`src/rtl/decimate_buffer_if.sv`:
```
// Output stream of the decimating buffer: FWFT head sample plus valid/ready handshake.
// The buffer drives data/valid (master); the consumer drives ready (slave).
interface decimate_buffer_if;
    logic signed [15:0] out_data;
    logic               out_valid;
    logic               out_ready;

    modport master (
        output out_data,
        output out_valid,
        input  out_ready
    );

    modport slave (
        input  out_data,
        input  out_valid,
        output out_ready
    );
endinterface

```
`src/rtl/decimate_buffer.sv`:
```
// Discards the first SKIP samples after reset, keeps every DECIM-th sample after that,
// and queues the kept samples in a first-word-fall-through FIFO with sticky overflow tracking.
module decimate_buffer #(
    parameter int unsigned DECIM = 4,
    parameter int unsigned DEPTH = 8,
    parameter int unsigned SKIP  = 10
) (
    input  logic                         clk,
    input  logic                         reset,
    input  logic signed [15:0]           inData,
    input  logic                         clear_ovf,
    decimate_buffer_if.master            out_bus,
    output logic [$clog2(DEPTH+1)-1:0]   level,
    output logic                         overflow,
    output logic [7:0]                   drop_cnt
);
    localparam int unsigned PtrW = $clog2(DEPTH);
    localparam int unsigned LvlW = $clog2(DEPTH + 1);
    localparam int unsigned PhW  = (DECIM > 1) ? $clog2(DECIM) : 1;

    localparam logic [PhW-1:0]  PhaseMax = PhW'(DECIM - 1);
    localparam logic [LvlW-1:0] LvlFull  = LvlW'(DEPTH);

    logic                  skipping;
    logic [PhW-1:0]        phase_q;
    logic [PtrW-1:0]       wr_ptr_q;
    logic [PtrW-1:0]       rd_ptr_q;
    logic [LvlW-1:0]       level_q;
    logic                  overflow_q;
    logic [7:0]            drop_cnt_q;
    logic signed [15:0]    mem_q [DEPTH];

    logic capture;
    logic pop;
    logic full;
    logic wr_en;
    logic drop;

    // With SKIP == 0 there is nothing to count, so no counter is built at all.
    generate
        if (SKIP == 0) begin : g_no_skip
            assign skipping = 1'b0;
        end else begin : g_skip
            localparam logic [7:0] SkipVal = 8'(SKIP);
            logic [7:0] skip_q;

            always_ff @(posedge clk) begin
                if (reset) begin
                    skip_q <= '0;
                end else if (skipping) begin
                    skip_q <= skip_q + 8'd1;
                end
            end

            assign skipping = skip_q < SkipVal;
        end
    endgenerate

    always_comb begin
        capture = !skipping && (phase_q == '0);
        pop     = (level_q != '0) && out_bus.out_ready;
        full    = (level_q == LvlFull);
        // A full FIFO still accepts the sample when the head leaves on the same edge.
        wr_en   = capture && (!full || pop);
        drop    = capture && full && !pop;
    end

    always_ff @(posedge clk) begin
        if (reset) begin
            phase_q <= '0;
        end else if (!skipping) begin
            phase_q <= (phase_q == PhaseMax) ? '0 : phase_q + 1'b1;
        end
    end

    always_ff @(posedge clk) begin
        if (reset) begin
            wr_ptr_q <= '0;
            rd_ptr_q <= '0;
            level_q  <= '0;
        end else begin
            if (wr_en) begin
                wr_ptr_q <= wr_ptr_q + 1'b1;
            end
            if (pop) begin
                rd_ptr_q <= rd_ptr_q + 1'b1;
            end
            unique case ({wr_en, pop})
                2'b10:   level_q <= level_q + 1'b1;
                2'b01:   level_q <= level_q - 1'b1;
                default: level_q <= level_q;
            endcase
        end
    end

    always_ff @(posedge clk) begin
        if (wr_en && !reset) begin
            mem_q[wr_ptr_q] <= inData;
        end
    end

    // A drop on the clearing edge is counted as the first event of the new window.
    always_ff @(posedge clk) begin
        if (reset) begin
            overflow_q <= 1'b0;
            drop_cnt_q <= '0;
        end else if (clear_ovf) begin
            overflow_q <= drop;
            drop_cnt_q <= {7'd0, drop};
        end else if (drop) begin
            overflow_q <= 1'b1;
            if (drop_cnt_q != 8'hFF) begin
                drop_cnt_q <= drop_cnt_q + 8'd1;
            end
        end
    end

    always_comb begin
        out_bus.out_valid = (level_q != '0);
        out_bus.out_data  = out_bus.out_valid ? mem_q[rd_ptr_q] : '0;
        level             = level_q;
        overflow          = overflow_q;
        drop_cnt          = drop_cnt_q;
    end
endmodule

```
`src/flat_wrapper.sv`:
```
// flat-port wrapper written by rule: the top's interface ports become plain ports
module decimate_buffer_flat 
#(
    parameter int unsigned DECIM = 4,
    parameter int unsigned DEPTH = 8,
    parameter int unsigned SKIP  = 10
)
  (clk, reset, inData, clear_ovf, level, overflow, drop_cnt, out_bus_out_data, out_bus_out_valid, out_bus_out_ready);
  decimate_buffer_if out_bus_i ();
  input  logic clk;
  input  logic reset;
  input  logic signed [15:0] inData;
  input  logic clear_ovf;
  output logic [$clog2(DEPTH+1)-1:0] level;
  output logic overflow;
  output logic [7:0] drop_cnt;
  output wire logic [$bits(out_bus_i.out_data)-1:0] out_bus_out_data;
  output wire logic [$bits(out_bus_i.out_valid)-1:0] out_bus_out_valid;
  input wire logic [$bits(out_bus_i.out_ready)-1:0] out_bus_out_ready;
  assign out_bus_out_data = out_bus_i.out_data;
  assign out_bus_out_valid = out_bus_i.out_valid;
  assign out_bus_i.out_ready = out_bus_out_ready;
  decimate_buffer #(.DECIM(DECIM), .DEPTH(DEPTH), .SKIP(SKIP)) u_core (.clk(clk), .reset(reset), .inData(inData), .clear_ovf(clear_ovf), .out_bus(out_bus_i), .level(level), .overflow(overflow), .drop_cnt(drop_cnt));
endmodule
```
`config.mk`:
```
export PLATFORM = sky130hd
export DESIGN_NAME = decimate_buffer_flat
export DESIGN_NICKNAME = d
export VERILOG_FILES = /design/src/rtl/decimate_buffer_if.sv /design/src/rtl/decimate_buffer.sv /design/src/flat_wrapper.sv
export SDC_FILE = /design/constraint.sdc
export NUM_CORES = 1
export LEC_CHECK = 0
export CORE_MARGIN = 1.5
export CORE_UTILIZATION = 51
export DETAILED_ROUTE_END_ITERATION = 16
export DONT_BUFFER_PORTS = 1
export PLACE_DENSITY = 0.68
export SYNTH_ARGS = -nofsm -noshare
export SYNTH_HDL_FRONTEND = slang
export SYNTH_SLANG_ARGS = --single-unit
```
`constraint.sdc`:
```
create_clock -name clk -period 3.1 [get_ports clk]
set_clock_uncertainty 0.1 [all_clocks]
set_input_delay 0.31 -clock clk [delete_from_list [all_inputs] [get_ports clk]]
set_output_delay 0.31 -clock clk [all_outputs]
set_load 0.1 [all_outputs]
```
==> impl_metrics.csv <==
group,metric,value,unit
placed_design,hpwlAfterDp,7910,um
synthesis,synth_edf_count,128,
placed_design,gp_congestion,0.829,
synthesis,synth_top_area_share,59.4,%
timing,fin_crit_sh,85.6,%
placed_design,post-place-ws,0.481,ns
timing,setup_viol,0,
layout,finish.utilization,64.4,%
synthesis,synthCells,386,
worst_setup_path,crit_buf_inv,1,
synthesis,ys_types,52,
worst_hold_path,min-delay-path-class,"input port to flop",
layout,fillCellCount,877,
timing,relSlewSlack,35.3,%
synthesis,syn_nets,415,
worst_setup_path,critPathTopFamily,"simple AND/OR/NAND/NOR gates",
global_route,grt_pass1_vias,3837,
flow_run,maxCapViolCount,0,
routing,postRouteAntennaNets,0,
placed_design,portBuffers,0,
layout,nets,489,
power_and_ir_drop,leakage,2.60,nW
global_route,grt_start_max_net_pins,33,
global_route,grt_pass1_wl,20100,um
floorplanning,die_area,13400,um^2
routing,totalWireLength,12600,um
timing,setup-tns-final,0,ns
timing,grt_setup_unrepaired,"no",
global_route,antenna_found_initial,0,
synthesis,synth_area,6470,um^2
global_route,overflow,0,
routing,drc,0,
worst_setup_path,critPathLaunchType,"flop",
timing,worst_pin_slew,0.970,ns
worst_setup_path,cp_data_arrival_time,2.85,ns
synthesis,yosys.area.top_type,"edfxtp_1",
timing,fmax,377,MHz
layout,diodes,0,
routing,routed_via_density,5.63,
synthesis,async_flop_share,0,%
synthesis,yosys_warnings,0,
routing,drt_iter0_markers,273,
timing,whs,0.0181,ns
worst_setup_path,worstSetupPathType,"flop to flop",
worst_setup_path,crit_fanout,5,
floorplanning,die_x,116,um
synthesis,synth.top_cells.by_count,"edfxtp_1, nor2_1, dfxtp_1, mux4_2, mux2i_1",
floorplanning,coreArea,12200,um^2
clock_tree,root_buffer,"clkbuf_16",
power_and_ir_drop,power_density,720,nW/um^2
outcome,status,"finished clean",
synthesis,synth_area_per_cell,16.8,um^2
timing,final_hold_viol_count,0,
routing,vias,3611,
routing,first_pass_iters,4,
worst_setup_path,crit_chain,"or4_4 > o21ai_0 > nand2_1 > inv_1 > ha_1 > a21o_1 > a21oi_1 > nand4b_1 > nand4_1",
clock_tree,clock_sinks,160,
clock_tree,cts_buffer_depth,2,
timing,fin_crit,2.65,ns
layout,drive_above_1_share,30.9,%
floorplanning,fp.dieH,116,um
floorplanning,ioPinCount,50,
clock_tree,cts_made_buffers,17,
worst_setup_path,slowest_delay,0.58,ns
worst_setup_path,critPathSlowestCell,"or4_4",
clock_tree,clock_latency,0.42,ns
synthesis,synth.area.top_cells,"edfxtp_1, mux4_2, dfxtp_1",
clock_tree,cts_resized,0,
clock_tree,htreeDepth,4,
synthesis,synth-seq-cells,160,
synthesis,yosysMostFrequentCell,"edfxtp_1",
power_and_ir_drop,ir_drop,492,uV
worst_setup_path,critical_path_required,3.30,ns
worst_setup_path,endpoint_kind,"flop",
layout,area_delta_synth_final,21.6,%
routing,wl_per_cell,19.7,um
clock_tree,clkTransAtPathRegs,0.06,ns
floorplanning,start_util,53.0,%
floorplanning,std_cell_rows,40,
global_route,grt_use_total,20.7,%
timing,worst_slack,0.445,ns
clock_tree,tritoncts,"yes",
timing,slew_viol_final,0,
synthesis,ys.flop_type,"edfxtp_1",
synthesis,synth-seq-area-share,69.3,%
## timing repair
| item | CTS | global route |
|---|---|---|
| endpoints found under the hold margin | 152 | 3 |
| buffers inserted | 0 | 0 |
| hold buffers | 19 | 1 |
## power by group
part           internal, mW  leakage (nW)  switching [mW]
clock network          1.24         0.284           0.779
logic                 0.364         0.910           0.920
registers              2.34          1.41          0.0220
total                  3.94          2.60            1.72
## registers in the layout (all words and copies together), names as in the netlist, named ones only
register	count
u_core.rd_ptr_q	3
u_core.mem_q	128
u_core.overflow	1
u_core.g_skip.skip_q	8
u_core.drop_cnt	8
u_core.level	4
u_core.wr_ptr_q	3
u_core.phase_q	2
## cell families (layout without fill, tap and decap cells)
group | after synthesis | count (layout) | synth area share, %
fa+ha+maj | 9 | 9 | 1.86
xor+xnor | 5 | 5 | 0.677
simple gates | 97 | 97 | 7.78
flops | 160 | 160 | 69.3
mux | 53 | 53 | 14.6
buf+inv | 24 | 111 | 1.53
compound gates | 38 | 38 | 4.18
## metrics by stage
stage                     instance area, um^2  cells  power (mW)
after floorplan                          6490    386        3.38
after global placement                   7090    589        3.65
after detailed placement                 7090    589        3.66
after CTS                                7860    640        5.71
after global routing                     7870    641        5.86
final                                    7870    641        5.67
## final timing paths
path | start | end | slack (ns) | cells past startpoint
setup / recovery | u_core.g_skip.skip_q[7] | u_core.level[3] | 0.45 | 9
hold / removal | reset | u_core.level[1] | 0.02 | 2
setup reg to reg | u_core.g_skip.skip_q[7] | u_core.level[3] | 0.45 | 9
hold reg to reg | u_core.rd_ptr_q[1] | flop | 0.39 | 2
## per-layer routing
layer  vias up  share of wire [%]  GRT usage, %  wire length, um
met2        97                 50          33.8             6340
met4         0                1.7          10.1              216
li1       1678                  -             -                -
met3        15                4.5          4.92              567
met1      1821                 43          26.4             5480
met5         -                  0             0                0
## worst register-to-register path: cells and delay by family (launching register included)
kind / cells / cell delay, ns
AOI/OAI and AO/OA: 3 / 0.80
DFF: 1 / 0.34
buffers and inverters: 1 / 0.11
and+or+nand+nor: 4 / 0.97
adders and majority gates: 1 / 0.22
## layout make-up
cell class / instances / area (um^2) / area share, %
flip-flops and latches: 160 / 4490 / 57.1
clock buffers: 17 / 425 / 5.41
repair buffers: 71 / 596 / 7.57
well taps: 168 / 210 / 2.67
inverters: 8 / 30.0 / 0.382
clock inverters: 15 / 150 / 1.91
multi-input cells: 202 / 1960 / 25.0
## placed cells by master, fill, tap and decap left out, types with 11 or more instances in the layout
master,netlist,final
edfxtp_1,128,128
a21oi_1,11,11
dfxtp_1,32,27
clkbuf_16,0,17
nand2_1,14,14
dlygate4sd3_1,0,20
nor2_1,38,22
mux4_2,32,32
mux2i_1,17,17
nor2_2,0,16
buf_4,1,50
Note: power is estimated with default switching activity, not from simulation.
